$ cat src/rtl/mem_access_unit.sv
// Data-memory port B initiator for the load/store path.
// One request at a time; sub-word stores are a read-modify-write of the whole word.
//
// state    | meaning
// IDLE     | ready for a request while mem_ready is high
// RD_ISSUE | read op on memOp for one cycle
// RD_WAIT  | wait for bValid, with timeout
// WR_ISSUE | write op on memOp for one cycle
// RESP     | drive the response registers, pulse rsp_valid on the next cycle
module mem_access_unit #(
    parameter int unsigned TIMEOUT_CYCLES = 15
) (
    input  logic        clk,
    input  logic        reset,
    input  logic        req_valid,
    output logic        req_ready,
    input  logic        req_store,
    input  logic [1:0]  req_size,
    input  logic        req_unsigned,
    input  logic [31:0] req_addr,
    input  logic [31:0] req_wdata,
    output logic        rsp_valid,
    output logic [31:0] rsp_rdata,
    output logic        rsp_err,
    output logic [1:0]  memOp,
    output logic [31:0] addrB,
    output logic [31:0] dinB,
    input  logic [31:0] doutB,
    input  logic        bValid,
    input  logic        mem_ready
);

    localparam logic [1:0] MEM_DISABLE   = 2'b00;
    localparam logic [1:0] MEM_READ_SEXT = 2'b01;
    localparam logic [1:0] MEM_READ_ZEXT = 2'b10;
    localparam logic [1:0] MEM_WRITE     = 2'b11;

    typedef enum logic [2:0] {
        S_IDLE, S_RD_ISSUE, S_RD_WAIT, S_WR_ISSUE, S_RESP
    } state_t;

    state_t      state_q, state_d;
    logic [7:0]  cnt_q, cnt_d;
    logic [7:0]  cnt_inc;
    logic        store_q, unsigned_q, err_q;
    logic [1:0]  size_q, lane_q;
    logic [15:0] wdata_q;
    logic [31:0] rd_word_q;
    logic [1:0]  mem_op_q, mem_op_d;
    logic [31:0] addr_b_q, din_b_q;
    logic        rsp_valid_q, rsp_err_q;
    logic [31:0] rsp_rdata_q;

    logic        accept, misaligned, timeout;
    logic [31:0] load_data, merged;
    logic [7:0]  ld_byte;
    logic [15:0] ld_half;

    assign accept     = req_valid && req_ready;
    assign misaligned = (req_size == 2'b11) ||
                        (req_size == 2'b01 && req_addr[0]) ||
                        (req_size == 2'b10 && req_addr[1:0] != 2'b00);
    assign cnt_inc    = cnt_q + 8'd1;
    assign timeout    = (state_q == S_RD_WAIT) && !bValid && (cnt_inc == 8'(TIMEOUT_CYCLES));

    always_ff @(posedge clk) begin
        if (reset) begin
            state_q <= S_IDLE;
            cnt_q   <= 8'd0;
        end else begin
            state_q <= state_d;
            cnt_q   <= cnt_d;
        end
    end

    always_comb begin
        state_d = state_q;
        cnt_d   = cnt_q;
        case (state_q)
            S_IDLE: begin
                if (accept) begin
                    if (misaligned)                          state_d = S_RESP;
                    else if (req_store && req_size == 2'b10) state_d = S_WR_ISSUE;
                    else                                     state_d = S_RD_ISSUE;
                end
            end
            S_RD_ISSUE: state_d = S_RD_WAIT;
            S_RD_WAIT: begin
                if (bValid)       state_d = store_q ? S_WR_ISSUE : S_RESP;
                else begin
                    cnt_d = cnt_inc;
                    if (timeout) state_d = S_RESP;
                end
            end
            S_WR_ISSUE: state_d = S_RESP;
            S_RESP:     state_d = S_IDLE;
            default:    state_d = S_IDLE;
        endcase
        if (state_d == S_RD_ISSUE) cnt_d = 8'd0;
    end

    always_comb begin
        req_ready = (state_q == S_IDLE) && mem_ready;
        mem_op_d  = MEM_DISABLE;
        // RD_ISSUE is only entered from IDLE, so the live request fields apply
        if (state_d == S_RD_ISSUE)
            mem_op_d = (req_store || req_unsigned) ? MEM_READ_ZEXT : MEM_READ_SEXT;
        else if (state_d == S_WR_ISSUE)
            mem_op_d = MEM_WRITE;
    end

    always_comb begin
        ld_byte = rd_word_q[8*lane_q +: 8];
        ld_half = lane_q[1] ? rd_word_q[31:16] : rd_word_q[15:0];
        case (size_q)
            2'b00:   load_data = {{24{~unsigned_q & ld_byte[7]}}, ld_byte};
            2'b01:   load_data = {{16{~unsigned_q & ld_half[15]}}, ld_half};
            default: load_data = rd_word_q;
        endcase
        merged = doutB;
        if (size_q == 2'b00)    merged[8*lane_q +: 8] = wdata_q[7:0];
        else if (lane_q[1])     merged[31:16] = wdata_q;
        else                    merged[15:0]  = wdata_q;
    end

    always_ff @(posedge clk) begin
        if (reset) begin
            store_q     <= 1'b0;
            unsigned_q  <= 1'b0;
            err_q       <= 1'b0;
            size_q      <= 2'b00;
            lane_q      <= 2'b00;
            wdata_q     <= 16'd0;
            rd_word_q   <= 32'd0;
            mem_op_q    <= MEM_DISABLE;
            addr_b_q    <= 32'd0;
            din_b_q     <= 32'd0;
            rsp_valid_q <= 1'b0;
            rsp_err_q   <= 1'b0;
            rsp_rdata_q <= 32'd0;
        end else begin
            mem_op_q    <= mem_op_d;
            rsp_valid_q <= (state_q == S_RESP);
            if (accept) begin
                store_q    <= req_store;
                unsigned_q <= req_unsigned;
                size_q     <= req_size;
                lane_q     <= req_addr[1:0];
                wdata_q    <= req_wdata[15:0];
                err_q      <= misaligned;
                if (!misaligned) begin
                    addr_b_q <= {req_addr[31:2], 2'b00};
                    if (req_store && req_size == 2'b10) din_b_q <= req_wdata;
                end
            end
            if (state_q == S_RD_WAIT && bValid) begin
                rd_word_q <= doutB;
                if (store_q) din_b_q <= merged;
            end
            if (timeout) err_q <= 1'b1;
            if (state_q == S_RESP) begin
                rsp_err_q   <= err_q;
                rsp_rdata_q <= (err_q || store_q) ? 32'd0 : load_data;
            end
        end
    end

    assign memOp     = mem_op_q;
    assign addrB     = addr_b_q;
    assign dinB      = din_b_q;
    assign rsp_valid = rsp_valid_q;
    assign rsp_err   = rsp_err_q;
    assign rsp_rdata = rsp_rdata_q;

endmodule

$ cat config.mk
export PLATFORM = sky130hd
export DESIGN_NAME = mem_access_unit
export DESIGN_NICKNAME = d
export VERILOG_FILES = /design/src/rtl/mem_access_unit.sv
export SDC_FILE = /design/constraint.sdc
export NUM_CORES = 1
export LEC_CHECK = 0
export ABC_AREA = 1
export CORE_UTILIZATION = 53
export CTS_CLUSTER_SIZE = 28
export DETAILED_ROUTE_END_ITERATION = 7
export GPL_TIMING_DRIVEN = 1
export PLACE_DENSITY_LB_ADDON = 0.05
export SYNTH_ARGS = -nofsm -noshare
export SYNTH_HDL_FRONTEND = slang
export SYNTH_SLANG_ARGS = --single-unit
$ cat constraint.sdc
create_clock -name clk -period 6.05 [get_ports clk]
set_clock_uncertainty 0.1 [all_clocks]
set_input_delay 1.21 -clock clk [delete_from_list [all_inputs] [get_ports clk]]
set_output_delay 1.21 -clock clk [all_outputs]
set_load 0.05 [all_outputs]
==> flow_metrics.env, run 1 <==
export IMPL_setup_ws_ns=2.10
export IMPL_die_y_um=126
export IMPL_yosys_top_cells_count="196 x o21ai_0, 188 x nand2_1, 164 x dfxtp_1"
export IMPL_fin_cells=1546
export IMPL_cp_data_required_time_ns=4.74
export IMPL_gr_usage_all_layers=0.299
export IMPL_synth_distinct_cells=36
export IMPL_ys_ff_latch=164
export IMPL_syn_area_per_cell_um2=6.77
export IMPL_cts_tree="yes"
export IMPL_p_total_uw=2730
export IMPL_htreeDepth=4
export IMPL_netlist_area_leader_share=0.404
export IMPL_row_count=44
export IMPL_rsz0062_at_grt="no"
export IMPL_coreArea_um2=14800
export IMPL_period_share=0.652
export IMPL_yosysWarnings=0
export IMPL_start_util=0.551
export IMPL_grt_max_degree=71
export IMPL_clk_latency_ns=0.43
export IMPL_drc=0
export IMPL_peakVddDrop_v=0.000209
export IMPL_hold_class="reg -> reg"
export IMPL_via_count=8513
export IMPL_worstSetupEndpointType="output pin"
export IMPL_cts_root_buffer="clkbuf_16"
export IMPL_postRouteAntennaNets=0
export IMPL_syn2layout_area_growth_pct=31.4
export IMPL_path_max_fanout=2
export IMPL_antenna_found_initial=0
export IMPL_dpl_hpwl_um=16400
export IMPL_netlist_top_cells_area="dfxtp_1 40%, o21ai_0 12%, nand2_1 8.7%, a21oi_1 7.6%, inv_1 6.6%"
export IMPL_netlist_instances=1201
export IMPL_dp_slack_ns=1.72
export IMPL_cts_buffers=17
export IMPL_clkTransAtPathRegs_ns=0.06
export IMPL_hold_viol_final=0
export IMPL_dieArea_um2=15800
export IMPL_crit_type="in -> out"
export IMPL_synth_ff_type="dfxtp_1"
export IMPL_final_net_count=1462
export IMPL_holdBufCountCts=0
export IMPL_synth_top_area_cell="dfxtp_1"
export IMPL_worstMarginPinSlew_ns=1.16
export IMPL_vias_per_cell=5.51
export IMPL_synth_edff_count=0
export IMPL_grt_pass1_vias=7437
export IMPL_cp_arrival_ns=2.64
export IMPL_synth_area_um2=8130
export IMPL_relSlewSlack=0.224
export IMPL_status="completed"
export IMPL_synth_most_common_cell="o21ai_0"
export IMPL_drive_gt1_frac=0.0404
export IMPL_ys_seq_area_frac=0.404
export IMPL_maxCapViolCount=0
export IMPL_async_reset_ff_frac=0
export IMPL_cts_resized=0
export IMPL_powerDensity_nw_per_um2=256
export IMPL_fillers=1257
export IMPL_setup_violations_final=0
export IMPL_io_pins=206
export IMPL_fp_dieW_um=126
export IMPL_leakagePower_uw=0.00443
export IMPL_post_cts_buffers=0
export IMPL_routed_wl_um=23400
export IMPL_grt_pass1_wl_um=37900
export IMPL_fin_util=0.724
export IMPL_setup_total_negative_slack_ns=0
export IMPL_dr_pass1_iters=5
export IMPL_grt_overflow=0
export IMPL_post_drt_wl_per_cell_um=15.1
export IMPL_cts_sinks=164
export IMPL_startpoint_type="primary input"
export IMPL_cts_path_max_buffers=2
export IMPL_io_buffer_count=203
export IMPL_diodes=0
export IMPL_drv_slew=0
export IMPL_gp_congestion=0.881
export IMPL_min_period_ns=3.95
export IMPL_max_freq_mhz=253
export IMPL_drtIter0Drc=1027
export IMPL_dp_cells=1515
[per-layer routing]
layer | routed length, µm | vias to the layer above | global-route usage
met5 | 0 | - | 0
met2 | 10800 | 369 | 0.475
met3 | 1600 | 55 | 0.0518
met1 | 10300 | 3829 | 0.407
met4 | 665 | 0 | 0.116
li1 | - | 4260 | -
[placed cells by master (no fill, tap or decap), types with 3 or more instances in the layout]
| cell type | instances |
|---|---|
| a21oi_1 | 124 |
| a31oi_1 | 17 |
| buf_4 | 8 |
| bufinv_16 | 3 |
| clkbuf_16 | 17 |
| clkdlybuf4s50_1 | 202 |
| clkinv_2 | 3 |
| clkinvlp_4 | 4 |
| dfxtp_1 | 164 |
| ha_1 | 7 |
| inv_1 | 143 |
| inv_2 | 3 |
| mux2i_1 | 4 |
| nand2_1 | 188 |
| nand2_2 | 3 |
| nand3_1 | 23 |
| nand4_1 | 3 |
| nor2_1 | 142 |
| nor3_1 | 17 |
| o211ai_1 | 35 |
| o21ai_0 | 196 |
| o21ai_1 | 14 |
| o221ai_1 | 4 |
| o22ai_1 | 16 |
[cell families (layout without fill, tap and decap cells)]
group | Yosys count | after routing | share of synthesized area
compound gates | 410 | 410 | 0.272
mux | 4 | 4 | 0.00493
flops | 164 | 164 | 0.404
simple gates | 384 | 384 | 0.191
fa+ha+maj | 7 | 7 | 0.0108
other cells | 1 | 2 | 0.000462
xor+xnor | 1 | 1 | 0.00108
buf+inv | 230 | 390 | 0.116
[critical path, stage by stage]
cell             delay [ns]
clkdlybuf4s50_1        0.45
inv_1                  0.07
nor2_1                 0.10
clkdlybuf4s50_1        0.80
[layout make-up]
cell class / instances / area (µm²) / area share
clock buffers: 19 / 453 / 0.0424
clock inverters: 12 / 153 / 0.0143
inverters: 148 / 556 / 0.0520
multi-input cells: 808 / 3920 / 0.367
flip-flops and latches: 164 / 3280 / 0.307
well taps: 184 / 230 / 0.0216
repair buffers: 211 / 2090 / 0.195
[sequential cells by signal, summed over array words and instances (netlist names), 3 cells and up]
signal     cells
state_q        3
rsp_rdata     32
addrB         30
rd_word_q     32
dinB          32
wdata_q       16
cnt_q          8
[per-stage QoR]
step / hold slack (ns) / area [µm²]
2_1_floorplan: 0.379 / 8130
3_3_place_gp: 0.351 / 10100
3_5_place_dp: 0.355 / 10100
4_1_cts: 0.364 / 10700
5_1_grt: 0.378 / 10700
6_report: 0.361 / 10700
[where the power goes]
| group | leakage, µW | switching [µW] | internal, µW |
|---|---|---|---|
| Sequential | 0.00133 | 33.8 | 1120 |
| Clock | 0.000288 | 444 | 668 |
| Combinational | 0.00282 | 297 | 171 |
[path summary, 6_finish.rpt]
path	from	endpoint	slack (ns)	cells past startpoint
max reg2reg	state_q[1]	addrB[19]	2.89	9
min reg2reg	rsp_rdata[6]	rsp_rdata[6]	0.36	2
max	mem_ready	req_ready	2.10	4
min	rsp_rdata[6]	rsp_rdata[6]	0.36	2
Note: power is estimated with default switching activity, not from simulation.
==> run 2: changes to the inputs <==
--- a/config.mk
+++ b/config.mk
@@ -6,7 +6,7 @@
 export NUM_CORES = 1
 export LEC_CHECK = 0
 export ABC_AREA = 1
-export CORE_UTILIZATION = 53
+export CORE_UTILIZATION = 45
 export CTS_CLUSTER_SIZE = 28
 export DETAILED_ROUTE_END_ITERATION = 7
 export GPL_TIMING_DRIVEN = 1
==> constraint.sdc (replaced) <==
create_clock -name clk -period 3.45 [get_ports clk]
set_clock_uncertainty 0.1 [all_clocks]
set_input_delay 0.69 -clock clk [delete_from_list [all_inputs] [get_ports clk]]
set_output_delay 0.69 -clock clk [all_outputs]
set_load 0.05 [all_outputs]
==> flow_metrics.env, run 2 (synthesis gave the netlist of run 1 again) <==
export IMPL_status="completed"
export IMPL_setup_violations_final=0
export IMPL_setup_total_negative_slack_ns=0
export IMPL_drc=0
export IMPL_grt_pass1_vias=7269
export IMPL_relSlewSlack=0.379
export IMPL_grt_max_degree=66
export IMPL_cts_sinks=164
export IMPL_powerDensity_nw_per_um2=438
export IMPL_reg2regPathDepth=10
export IMPL_grt_overflow=0
export IMPL_final_common_cell="clkdlybuf4s50_1"
export IMPL_final_net_count=1469
export IMPL_vias_per_cell=5.35
export IMPL_hold_viol_final=0
export IMPL_setup_ws_ns=0.558
export IMPL_routed_wl_um=24100
export IMPL_cts_root_buffer="clkbuf_16"
export IMPL_drive_gt1_frac=0.0453
export IMPL_path_max_fanout=2
export IMPL_holdBufCountCts=0
export IMPL_via_count=8539
export IMPL_min_period_ns=2.89
export IMPL_clkTransAtPathRegs_ns=0.06
export IMPL_cts_buffers=17
export IMPL_maxCapViolCount=0
export IMPL_path_cells="clkdlybuf4s50_1 -> inv_1 -> nor2_1 -> clkdlybuf4s50_1"
export IMPL_grt_pass1_wl_um=37800
export IMPL_period_share=0.838
export IMPL_postRouteAntennaNets=0
export IMPL_fp_dieW_um=136
export IMPL_post_drt_wl_per_cell_um=15.1
export IMPL_dp_slack_ns=0.536
export IMPL_start_util=0.465
export IMPL_clk_latency_ns=0.43
export IMPL_crit_type="in -> out"
export IMPL_critPathSlowestCell="clkdlybuf4s50_1"
export IMPL_final_cell_mix="202 x clkdlybuf4s50_1, 196 x o21ai_0, 188 x nand2_1"
export IMPL_gr_usage_all_layers=0.261
export IMPL_cts_path_max_buffers=2
export IMPL_dr_pass1_iters=6
export IMPL_hold_class="reg -> reg"
export IMPL_htreeDepth=4
export IMPL_path_common_cell="clkdlybuf4s50_1"
export IMPL_holdWs_ns=0.364
export IMPL_cts_resized=0
export IMPL_post_cts_buffers=0
export IMPL_drv_slew=0
export IMPL_cts_tree="yes"
export IMPL_worstMarginPinSlew_ns=0.930
export IMPL_p_total_uw=4730
export IMPL_coreArea_um2=17500
export IMPL_cp_arrival_ns=2.10
export IMPL_io_buffer_count=203
export IMPL_io_pins=206
export IMPL_startpoint_type="primary input"
export IMPL_fillers=1684
export IMPL_leakagePower_uw=0.00446
export IMPL_peakVddDrop_v=0.000381
export IMPL_row_count=48
export IMPL_antenna_found_initial=1
export IMPL_rsz0062_at_grt="no"
export IMPL_dpl_hpwl_um=17400
export IMPL_gp_congestion=0.917
export IMPL_die_y_um=136
export IMPL_dieArea_um2=18600
export IMPL_max_freq_mhz=346
export IMPL_syn2layout_area_growth_pct=32.8
export IMPL_max_stage_delay_ns=0.80
export IMPL_cp_data_required_time_ns=2.66
export IMPL_min_path_cells=2
export IMPL_worstSetupEndpointType="output pin"
export IMPL_drtIter0Drc=866
## run 2: changes by cell type in the layout (fill, tap and decap cells not counted), moves of 2 or more
| cell | change |
|---|---|
| bufinv_16 | -2 |
| buf_12 | +2 |
| clkinv_4 | +3 |
| clkinv_2 | -3 |
| buf_4 | +5 |
| inv_8 | +2 |
## run 2: layout make-up
class | instances | area, µm² | area share
sequential | 164 | 3280 | 0.304
clock inverter | 13 | 144 | 0.0133
clock buffer | 19 | 443 | 0.0410
timing repair buffer | 218 | 2160 | 0.201
inverter | 148 | 556 | 0.0515
tap | 225 | 282 | 0.0261
multi-input combinational | 808 | 3920 | 0.363
antenna | 1 | 2.50 | 0.000232
## run 2: worst paths after layout
path / slack (ns) / startpoint / to
setup / recovery: 0.56 / mem_ready / req_ready
hold / removal: 0.36 / rsp_rdata[11] / rsp_rdata[11]
setup reg to reg: 0.98 / lane_q[0] / dinB[30]
hold reg to reg: 0.36 / rsp_rdata[11] / rsp_rdata[11]
## run 2: critical path: cells and delay by family
kind,cells,cell delay (ns)
AND/OR/NAND/NOR,1,0.10
buffers and inverters,3,1.31
## run 2: metrics by stage
step	std cells	utilization	instance area, µm²
final	1596	0.617	10800
after global placement	1563	0.584	10200
after floorplan	1202	-	8130
after CTS	1595	0.617	10800
after detailed placement	1563	0.584	10200
after global routing	1596	0.617	10800
## run 2: layer usage
metal / wire, µm / track usage
met1: 11200 / 0.363
met5: 0 / 0
met3: 1460 / 0.0529
met4: 666 / 0.110
met2: 10700 / 0.388
## run 2: power by group
part           switching, µW  internal [µW]
sequential              55.9           1960
combinational            526            308
clock                    836           1040
total                   1420           3310
==> patch, RTL diff (config.mk and constraints of run 2) <==
`TIMEOUT_CYCLES`: 15 -> 7.
--- a/src/rtl/mem_access_unit.sv
+++ b/src/rtl/mem_access_unit.sv
@@ -9,5 +9,5 @@
 // RESP     | drive the response registers, pulse rsp_valid on the next cycle
 module mem_access_unit #(
-    parameter int unsigned TIMEOUT_CYCLES = 15
+    parameter int unsigned TIMEOUT_CYCLES = 7
 ) (
     input  logic        clk,
Function: same outputs for any inputs over 4 cycles, from zero or initial values and one cycle with reset high; that may be too few to reach the edited logic, so the function may still have changed.
==> patch against run 2 <==
  * Synthesized cell count is 1.9% lower
  * Total power is 2.8% lower
  * Sequential power is 2% lower
  * Sequential cell count stayed put
  * Routed wire length is 1.4% higher
  * Maximum frequency is 1.2% lower
  * Sequential share of layout area hardly changed
  * Hold slack worse by 6.7 ps
  * Setup slack worse by 37 ps
  * Synthesized area is 0.22% lower
  * Die area is 0.21% lower
  * Final area hardly changed
  * Critical path type unchanged
==> patch: results (changes against run 2) <==
Drt
  • DRT iter0 DRCs: 713 (-18%)
  • First-pass iteration count of the detailed router: 5 (-1)
  • Per-cell routed wire length: 15.5 um (+2.7%)
  • Routed vias: 8371 (-2.0%)

Pwr
  • Peak supply drop: 0.000368 V (-3.6%)
  • Switching Share: 0.276 (-0.0243)
  • Leakage power: 4.29 nW (-3.9%)

Setup path
  • Worst EP arrival: 2140 ps (+40 ps)
  • R2R depth: 9 (-1)
  • CP max FO: 2 (unchanged)
  • CP max-delay cell: clkdlybuf4s50_1

Global route
  • Total track usage: 0.266 (+0.00518)
  • Vias in the first global route: 7357 (+1.2%)
  • Largest net degree at the start of global routing: 57 (-14%)
  • Global-route wire length before repair: 38.7 mm (+2.3%)
  • Antenna violations before repair: 0 (-1)

Synthesis
  • Xor/xnor cell area share of the yosys netlist: 0.00108 (+0.00000233)
  • Sequential cell area fraction in the yosys report: 0.405 (+0.000873)
  • Synth top area cells: dfxtp_1 40%, nand2_1 10%, o21ai_0 8.4%
  • Most instantiated cells after synthesis: 220 x nand2_1, 164 x dfxtp_1, 136 x o21ai_0
  • Post-synthesis compound-gate area fraction: 0.227 (-0.0451)
  • Post-synthesis mux area share: 0 (-0.00493)
  • FFs w/ async S/R, synth: 0 (unchanged)
  • Synth unique cells: 37 (+2.8%)
  • Synth Area in Adders: 0.0108 (+0.0000233)

CTS
  • Clock buffer depth: 2 (unchanged)
  • Resize count post-CTS: 0 (unchanged)

Placed design
  • DPL Wire Length: 17.3 mm (-0.50%)
  • Routability cong.: 0.852 (-7.1%)

Run status
  • Outcome: finished clean

STA
  • Measured slew at the worst slew-check pin: 977 ps (+47.4 ps)

Finish
  • Nets: 1449 (-1.4%)
  • Layout cells sized above 1: 0.0585 (+0.0133)
  • Ant diodes: 0 (-1)

Worst hold path
  • Worst Hold Depth: 2 (unchanged)
## patch: worst max-delay path, delay by kind of cell
family / cells / cell delay [ps]
buffers and inverters: 3 / 1320
and+or+nand+nor: 1 / 130
## patch: logic make-up (layout without fill, tap and decap cells)
kind of cell             after synthesis  after routing
AO/OA/AOI/OAI                        324            324
XOR/XNOR                               1              1
adder cells (fa/ha/maj)                7              7
buffers and inverters                205            376
flip-flops                           164            164
other                                  1              2
AND/OR/NAND/NOR                      476            476
## patch: cell type report
class                   count  area (sq um)
clock inverters            11           126
multi-input cells         810          4000
repair buffers            222          2170
flip-flops and latches    164          3280
clock buffers              21           470
inverters                 122           459
well taps                 225           282
fillers                  1653          6620
## patch: power by group through the flow
stage                     Combinational [W]  Clock (W)  Sequential, W
after floorplan                    0.000339          0        0.00210
after global placement             0.000681          0        0.00202
after detailed placement           0.000685          0        0.00202
after CTS                          0.000688    0.00194        0.00198
after global routing               0.000754    0.00202        0.00198
final                              0.000695    0.00192        0.00198
## patch: path summary, 6_finish.rpt
check             slack (ps)                 startpoint                   endpoint
setup / recovery         520                  mem_ready                  req_ready
hold / removal           360  rd_word_q[5]$_SDFFE_PP0P_  rd_word_q[5]$_SDFFE_PP0P_
setup reg to reg         760     lane_q[0]$_SDFFE_PP0N_        dinB[11]$_SDFF_PP0_
hold reg to reg          360  rd_word_q[5]$_SDFFE_PP0P_  rd_word_q[5]$_SDFFE_PP0P_
## patch: per-stage QoR
step	cell area, sq um	hold slack, ps	std cells	setup slack (ps)	total power [W]
2_1_floorplan	8110	323	1179	1120	0.00243
3_3_place_gp	10200	336	1543	512	0.00270
3_5_place_dp	10200	346	1543	518	0.00270
4_1_cts	10800	357	1575	516	0.00461
5_1_grt	10800	382	1575	484	0.00476
6_report	10800	357	1575	521	0.00459
## patch: per-layer routing
layer,vias to the layer above,global-route usage,wire length (um)
li1,4250,-,-
met1,3811,0.377,11600
met2,267,0.397,10800
met3,43,0.0488,1350
met4,0,0.100,618
met5,-,0,0
